[src/rtl/jpeg_mcu_scheduler_if.sv]
// jpeg_mcu_scheduler_if: handshake/status bundle between the MCU scheduler and its sources and datapath
//   master (scheduler): drives readies, dp_valid, comp_sel, blk_first/last, mcu_done, busy, mcu_count
//   slave (environment): drives enable, y/cb/cr_valid, dp_ready, dp_done
interface jpeg_mcu_scheduler_if #(
   parameter int CNT_W = 16
);
   logic             enable, y_valid, cb_valid, cr_valid, dp_ready, dp_done;
   logic             y_ready, cb_ready, cr_ready, dp_valid, blk_first, blk_last, mcu_done, busy;
   logic [1:0]       comp_sel;
   logic [CNT_W-1:0] mcu_count;
   modport master (
      input  enable, y_valid, cb_valid, cr_valid, dp_ready, dp_done,
      output y_ready, cb_ready, cr_ready, dp_valid, blk_first, blk_last, mcu_done, busy, comp_sel, mcu_count
   );
   modport slave (
      output enable, y_valid, cb_valid, cr_valid, dp_ready, dp_done,
      input  y_ready, cb_ready, cr_ready, dp_valid, blk_first, blk_last, mcu_done, busy, comp_sel, mcu_count
   );
endinterface

[src/rtl/jpeg_mcu_scheduler.sv]
// jpeg_mcu_scheduler: sequences Y_BLKS luma, one Cb and one Cr block per MCU through a shared 8x8 datapath
//   clk, rst_n : clock and synchronous active-low reset
//   bus        : master side of jpeg_mcu_scheduler_if (source valid/ready, datapath handshake, MCU status)
module jpeg_mcu_scheduler #(
   parameter int COEF_PER_BLK = 64,
   parameter int Y_BLKS       = 4,
   parameter int CNT_W        = 16
) (
   input logic                  clk,
   input logic                  rst_n,
   jpeg_mcu_scheduler_if.master bus
);
   localparam int CW = $clog2(COEF_PER_BLK);
   typedef enum logic [1:0] {IDLE, STREAM, WAIT_DONE} state_t;
   state_t           state_q;
   logic [2:0]       slot_q, slot_d;
   logic [1:0]       comp_q, comp_d;
   logic [CW-1:0]    coef_q;
   logic [CNT_W-1:0] mcu_q;
   logic             stream, sel_valid, beat, done_blk;
   always_comb begin
      stream    = state_q == STREAM;
      sel_valid = comp_q == 2'd0 ? bus.y_valid : comp_q == 2'd1 ? bus.cb_valid : bus.cr_valid;
      beat      = stream && sel_valid && bus.dp_ready;
      done_blk  = state_q == WAIT_DONE && bus.dp_done;
      slot_d    = slot_q == 3'(Y_BLKS + 1) ? 3'd0 : slot_q + 3'd1;
      comp_d    = slot_d < 3'(Y_BLKS) ? 2'd0 : slot_d == 3'(Y_BLKS) ? 2'd1 : 2'd2;
   end
   assign bus.dp_valid  = stream && sel_valid;
   assign bus.y_ready   = stream && comp_q == 2'd0 && bus.dp_ready;
   assign bus.cb_ready  = stream && comp_q == 2'd1 && bus.dp_ready;
   assign bus.cr_ready  = stream && comp_q == 2'd2 && bus.dp_ready;
   assign bus.blk_first = stream && sel_valid && coef_q == '0;
   assign bus.blk_last  = stream && sel_valid && &coef_q;
   assign bus.mcu_done  = done_blk && comp_q == 2'd2;
   assign bus.busy      = state_q != IDLE;
   assign bus.comp_sel  = comp_q;
   assign bus.mcu_count = mcu_q;
   // comp_q tracks the component of slot_q so the output mux never decodes slot combinationally;
   // the beat counter is a power-of-2 width, so the last beat wraps it back to zero by itself
   always_ff @(posedge clk) begin
      if (!rst_n) begin
         state_q <= IDLE;
         slot_q  <= '0;
         comp_q  <= '0;
         coef_q  <= '0;
         mcu_q   <= '0;
      end else begin
         case (state_q)
            IDLE: if (bus.enable) state_q <= STREAM;
            STREAM: if (beat) begin
               coef_q <= coef_q + 1'b1;
               if (&coef_q) state_q <= WAIT_DONE;
            end
            WAIT_DONE: if (bus.dp_done) begin
               slot_q  <= slot_d;
               comp_q  <= comp_d;
               if (comp_q == 2'd2) mcu_q <= mcu_q + 1'b1;
               state_q <= bus.enable ? STREAM : IDLE;
            end
            default: state_q <= IDLE;
         endcase
      end
   end
endmodule

[src/flat_wrapper.sv]
// flat-port wrapper written by rule: the top's interface ports become plain ports
module jpeg_mcu_scheduler_flat 
#(
   parameter int COEF_PER_BLK = 64,
   parameter int Y_BLKS       = 4,
   parameter int CNT_W        = 16
)
  (clk, rst_n, bus_enable, bus_y_valid, bus_cb_valid, bus_cr_valid, bus_dp_ready, bus_dp_done, bus_y_ready, bus_cb_ready, bus_cr_ready, bus_dp_valid, bus_blk_first, bus_blk_last, bus_mcu_done, bus_busy, bus_comp_sel, bus_mcu_count);
  jpeg_mcu_scheduler_if #(.CNT_W(CNT_W)) bus_i ();
  input logic clk;
  input logic rst_n;
  input wire logic [$bits(bus_i.enable)-1:0] bus_enable;
  input wire logic [$bits(bus_i.y_valid)-1:0] bus_y_valid;
  input wire logic [$bits(bus_i.cb_valid)-1:0] bus_cb_valid;
  input wire logic [$bits(bus_i.cr_valid)-1:0] bus_cr_valid;
  input wire logic [$bits(bus_i.dp_ready)-1:0] bus_dp_ready;
  input wire logic [$bits(bus_i.dp_done)-1:0] bus_dp_done;
  output wire logic [$bits(bus_i.y_ready)-1:0] bus_y_ready;
  output wire logic [$bits(bus_i.cb_ready)-1:0] bus_cb_ready;
  output wire logic [$bits(bus_i.cr_ready)-1:0] bus_cr_ready;
  output wire logic [$bits(bus_i.dp_valid)-1:0] bus_dp_valid;
  output wire logic [$bits(bus_i.blk_first)-1:0] bus_blk_first;
  output wire logic [$bits(bus_i.blk_last)-1:0] bus_blk_last;
  output wire logic [$bits(bus_i.mcu_done)-1:0] bus_mcu_done;
  output wire logic [$bits(bus_i.busy)-1:0] bus_busy;
  output wire logic [$bits(bus_i.comp_sel)-1:0] bus_comp_sel;
  output wire logic [$bits(bus_i.mcu_count)-1:0] bus_mcu_count;
  assign bus_i.enable = bus_enable;
  assign bus_i.y_valid = bus_y_valid;
  assign bus_i.cb_valid = bus_cb_valid;
  assign bus_i.cr_valid = bus_cr_valid;
  assign bus_i.dp_ready = bus_dp_ready;
  assign bus_i.dp_done = bus_dp_done;
  assign bus_y_ready = bus_i.y_ready;
  assign bus_cb_ready = bus_i.cb_ready;
  assign bus_cr_ready = bus_i.cr_ready;
  assign bus_dp_valid = bus_i.dp_valid;
  assign bus_blk_first = bus_i.blk_first;
  assign bus_blk_last = bus_i.blk_last;
  assign bus_mcu_done = bus_i.mcu_done;
  assign bus_busy = bus_i.busy;
  assign bus_comp_sel = bus_i.comp_sel;
  assign bus_mcu_count = bus_i.mcu_count;
  jpeg_mcu_scheduler #(.COEF_PER_BLK(COEF_PER_BLK), .Y_BLKS(Y_BLKS), .CNT_W(CNT_W)) u_core (.clk(clk), .rst_n(rst_n), .bus(bus_i));
endmodule
[config.mk]
export PLATFORM = sky130hd
export DESIGN_NAME = jpeg_mcu_scheduler_flat
export DESIGN_NICKNAME = d
export VERILOG_FILES = /design/src/rtl/jpeg_mcu_scheduler_if.sv /design/src/rtl/jpeg_mcu_scheduler.sv /design/src/flat_wrapper.sv
export SDC_FILE = /design/constraint.sdc
export NUM_CORES = 1
export LEC_CHECK = 0
export CORE_ASPECT_RATIO = 0.8
export CORE_MARGIN = 5
export CORE_UTILIZATION = 44
export CTS_CLUSTER_SIZE = 14
export DETAILED_ROUTE_END_ITERATION = 7
export GPL_TIMING_DRIVEN = 0
export PLACE_DENSITY = 0.75
export SLEW_MARGIN = 20
export SYNTH_ARGS = -nofsm -noshare
export SYNTH_HDL_FRONTEND = slang
export SYNTH_SLANG_ARGS = --single-unit
[constraint.sdc]
create_clock -name clk -period 1.4 [get_ports clk]
set_input_delay 0.14 -clock clk [delete_from_list [all_inputs] [get_ports clk]]
set_output_delay 0.14 -clock clk [all_outputs]
set_load 0.03 [all_outputs]
==> impl_metrics.yaml <==
outcome:
  status: "complete, but fails checks"
  violations: "negative setup slack"
floorplanning:
  dieArea_um2: 4570
  die_h_um: 61.5
  fp-row-count: 18
  chipWidth_um: 74.3
  ioPinCount: 34
  initial_core_util_pct: 46.5
  core_um2: 3130
setup_path:
  endpoint: "bus_blk_last"
  crit_chain: "mux2_4 > o21ai_4 > buf_4 > nor3_2 > buf_4"
  r2r_setup_slack_ns: -0.18
  critPathLaunchType: "register"
  cp-startpoint: "u_core.bus.comp_sel[0]"
  cpMostUsedCell: "buf_4"
  critPathCaptureType: "output port"
  critPathKind: "register to output port"
  cp_slowest_cell: "dfxtp_4"
  r2r_start: "u_core.bus.comp_sel[0]"
  cp.arrival_ns: 1.50
  slowest_delay_ns: 0.37
  reg2regPathDepth: 6
  required_ns: 1.26
  r2r-end: "u_core.coef_q[3]"
  crit_fanout: 4
logic_synthesis:
  netlist_instances: 169
  synthSimpleGateAreaFrac_pct: 32.0
  synth_xor_area_share_pct: 6.01
  muxShareOfSynthArea_pct: 2.41
  synthAdderAreaFrac_pct: 2.58
  ys.flop_type: "dfxtp_1"
  synth_nets: 180
  syn_area_per_cell_um2: 8.62
  synth-edff-count: 0
  ys_types: 41
  synth_seq_area_share_pct: 39.9
  ys_warn_count: 0
  synth_area_um2: 1460
  synth-seq-cells: 29
  async_flop_share_pct: 0
  synth_top_family_by_area: "simple AND/OR/NAND/NOR gates"
  synth_compound_area_share_pct: 12.8
sta:
  fin_crit_ns: 1.64
  finClkSkew_ns: 0.00803
  final.setup.tns_ns: -2.49
  hold_viol_final: 0
  max_freq_mhz: 611
  rsz0062_at_grt: "true"
  period_share_pct: 117
  max-slew-margin-rel_pct: 76.5
  worstMarginPinSlew_ns: 0.351
  slew_viol_final: 0
  setup_viol: 23
  setup_ws_ns: -0.237
grt:
  antenna_found_initial: 0
  grtUsageTotal_pct: 19.9
  grt_pass1_wl_um: 6690
  gr-total-overflow: 0
  grt_pass1_vias: 1423
  grt_max_degree: 11
finish:
  fillerInstances: 218
  nNetsFinal: 248
  diodes: 0
  area_delta_synth_final_pct: 60.7
  drive_above_1_share_pct: 39.9
pwr:
  p_switching_uw: 415
  p_int_uw: 1290
  vdd_ir_drop_max_mv: 0.524
  p_leak_uw: 0.00103
  pwr-share-seq_pct: 48.3
  p_per_area_nw_per_um2: 730
  p_clk_share_pct: 42.4
  p_comb_share_pct: 9.3
  p_total_uw: 1710
  p_sw_share_pct: 24.3
routing:
  viasPerCell: 5.53
  drt-initial-drc-count: 103
  first_pass_iters: 4
  num_vias: 1538
  routedWlPerCell_um: 16.1
  drtAntennaViolNets: 0
  wl_um: 4490
  drc: 0
placed_design:
  hpwlAfterDp_um: 2600
  gp_congestion: 0.786
  io_buffers: 33
clock_tree:
  root_buffer: "clkbuf_8"
  cts_tree: "yes"
  cts_buffers: 5
  path_clk_slew_ns: 0.06
  clk_latency_ns: 0.29
  max-clock-path-buffers: 2
  cts.sink_count: 29
  htreeDepth: 2
flow_run:
  maxCapViolCount: 0
min_path:
  hp-class: "input port to register"
[per-layer routing]
metal	vias up	wire (µm)	track usage [%]
met5	-	0	0
met4	0	107	9.90
met3	11	293	4.89
met2	53	2160	33.6
met1	737	1920	24.0
li1	737	-	-
[how the worst min path moves through the flow]
stage / cells after the start / from / to
after floorplan: 1 / rst_n / u_core.bus.mcu_count[11]
final: 3 / bus_enable / u_core.state_q[0]
after detailed placement: 2 / u_core.bus.mcu_count[9] / u_core.bus.mcu_count[9]
after CTS: 3 / bus_enable / u_core.state_q[0]
after global routing: 3 / bus_enable / u_core.state_q[0]
after global placement: 2 / u_core.slot_q[1] / u_core.slot_q[1]
[power groups by stage]
stage	Sequential (µW)	Clock, µW	Combinational (µW)
final	826	725	159
after detailed placement	846	0	130
after global routing	827	771	168
after CTS	828	727	143
after floorplan	843	0	74.7
after global placement	844	0	126
[worst max-delay path: cells and delay by family (launching register included)]
kind,cells,cell delay (ns)
and+or+nand+nor,1,0.04
muxes,1,0.32
AOI/OAI and AO/OA,1,0.16
DFF,1,0.37
buffers and inverters,2,0.31
[state kept, by name, indices dropped and copies added, names as in the netlist]
register and flops:
u_core.state_q 2, u_core.coef_q 6, u_core.bus.mcu_count 16, u_core.slot_q 3
u_core.bus.comp_sel 2
[metrics by stage]
stage / hold WS [ns] / util, % / setup slack, ns / area (µm²) / instances
5_1_grt: 0.476 / 74.8 / -0.265 / 2340 / 278
4_1_cts: 0.463 / 69.3 / -0.227 / 2170 / 269
2_1_floorplan: 0.257 / - / -0.0935 / 1550 / 169
3_5_place_dp: 0.471 / 61.7 / -0.695 / 1930 / 242
6_report: 0.465 / 74.8 / -0.237 / 2340 / 278
3_3_place_gp: 0.451 / 61.7 / -0.655 / 1930 / 242
[timing repair]
action / 4_1_cts / 5_1_grt
cloned: 1 / 0
hold buffers: 0 / 0
endpoints found under the setup margin: 43 / 31
buffers inserted: 18 / 9
resized for setup: 75 / 29
pin swaps: 10 / 13
[logic make-up (layout without fill, tap and decap cells)]
kind of cell    Yosys count  count (layout)
simple gates             82              82
buf+inv                  13              82
mux                       3               3
fa+ha+maj                 3               3
flops                    29              29
compound gates           29              29
xor+xnor                 10              10
[area by class of cell]
type | instances | area [µm²] | area share, %
Multi-Input combinational cell | 127 | 983 | 42.0
Timing Repair Buffer | 61 | 524 | 22.4
Inverter | 8 | 30.0 | 1.28
Sequential cell | 29 | 619 | 26.5
Tap cell | 40 | 50.0 | 2.14
Clock buffer | 8 | 90.1 | 3.85
Buffer | 5 | 43.8 | 1.87
[cell usage in the layout (no fill, tap or decap), types with 3 or more instances in the layout]
cell type         n
buf_4            29
dlygate4sd2_1    18
nand2_1          15
nor2_1           12
dfxtp_1          12
dfxtp_2          10
buf_6             9
a21oi_1           9
inv_1             8
nand3_1           8
clkdlybuf4s50_1   7
dfxtp_4           7
clkbuf_8          6
nand2b_1          4
a21oi_2           4
o21ai_0           4
or3_1             4
nand4_1           4
xor2_1            4
xnor2_1           4
and3_1            3
nand3b_1          3
[synthesized netlist by cell type, types with 2 or more instances]
master	instances	area share [%]
and4_1	2	1.2
buf_4	2	1.0
ha_1	3	2.6
nor3_1	2	0.69
nand2b_1	6	2.6
mux2i_1	2	1.4
nand3b_1	3	1.5
xnor2_1	6	3.6
o31ai_1	2	1.0
inv_1	8	2.1
nand2_1	17	4.4
dfxtp_1	29	40
and3_1	4	1.7
and2_1	2	0.86
nand4_1	4	1.7
a21oi_1	13	4.5
nand4b_1	2	1.2
or4_1	2	1.0
clkbuf_1	2	0.52
nor3b_1	2	1.0
xor2_1	4	2.4
or3_1	4	1.7
o21ai_0	7	2.4
nor2_1	14	3.6
nand3_1	8	2.7
a31oi_1	2	0.86
nor4_1	3	1.3
Power figures use the tool's default switching activity.
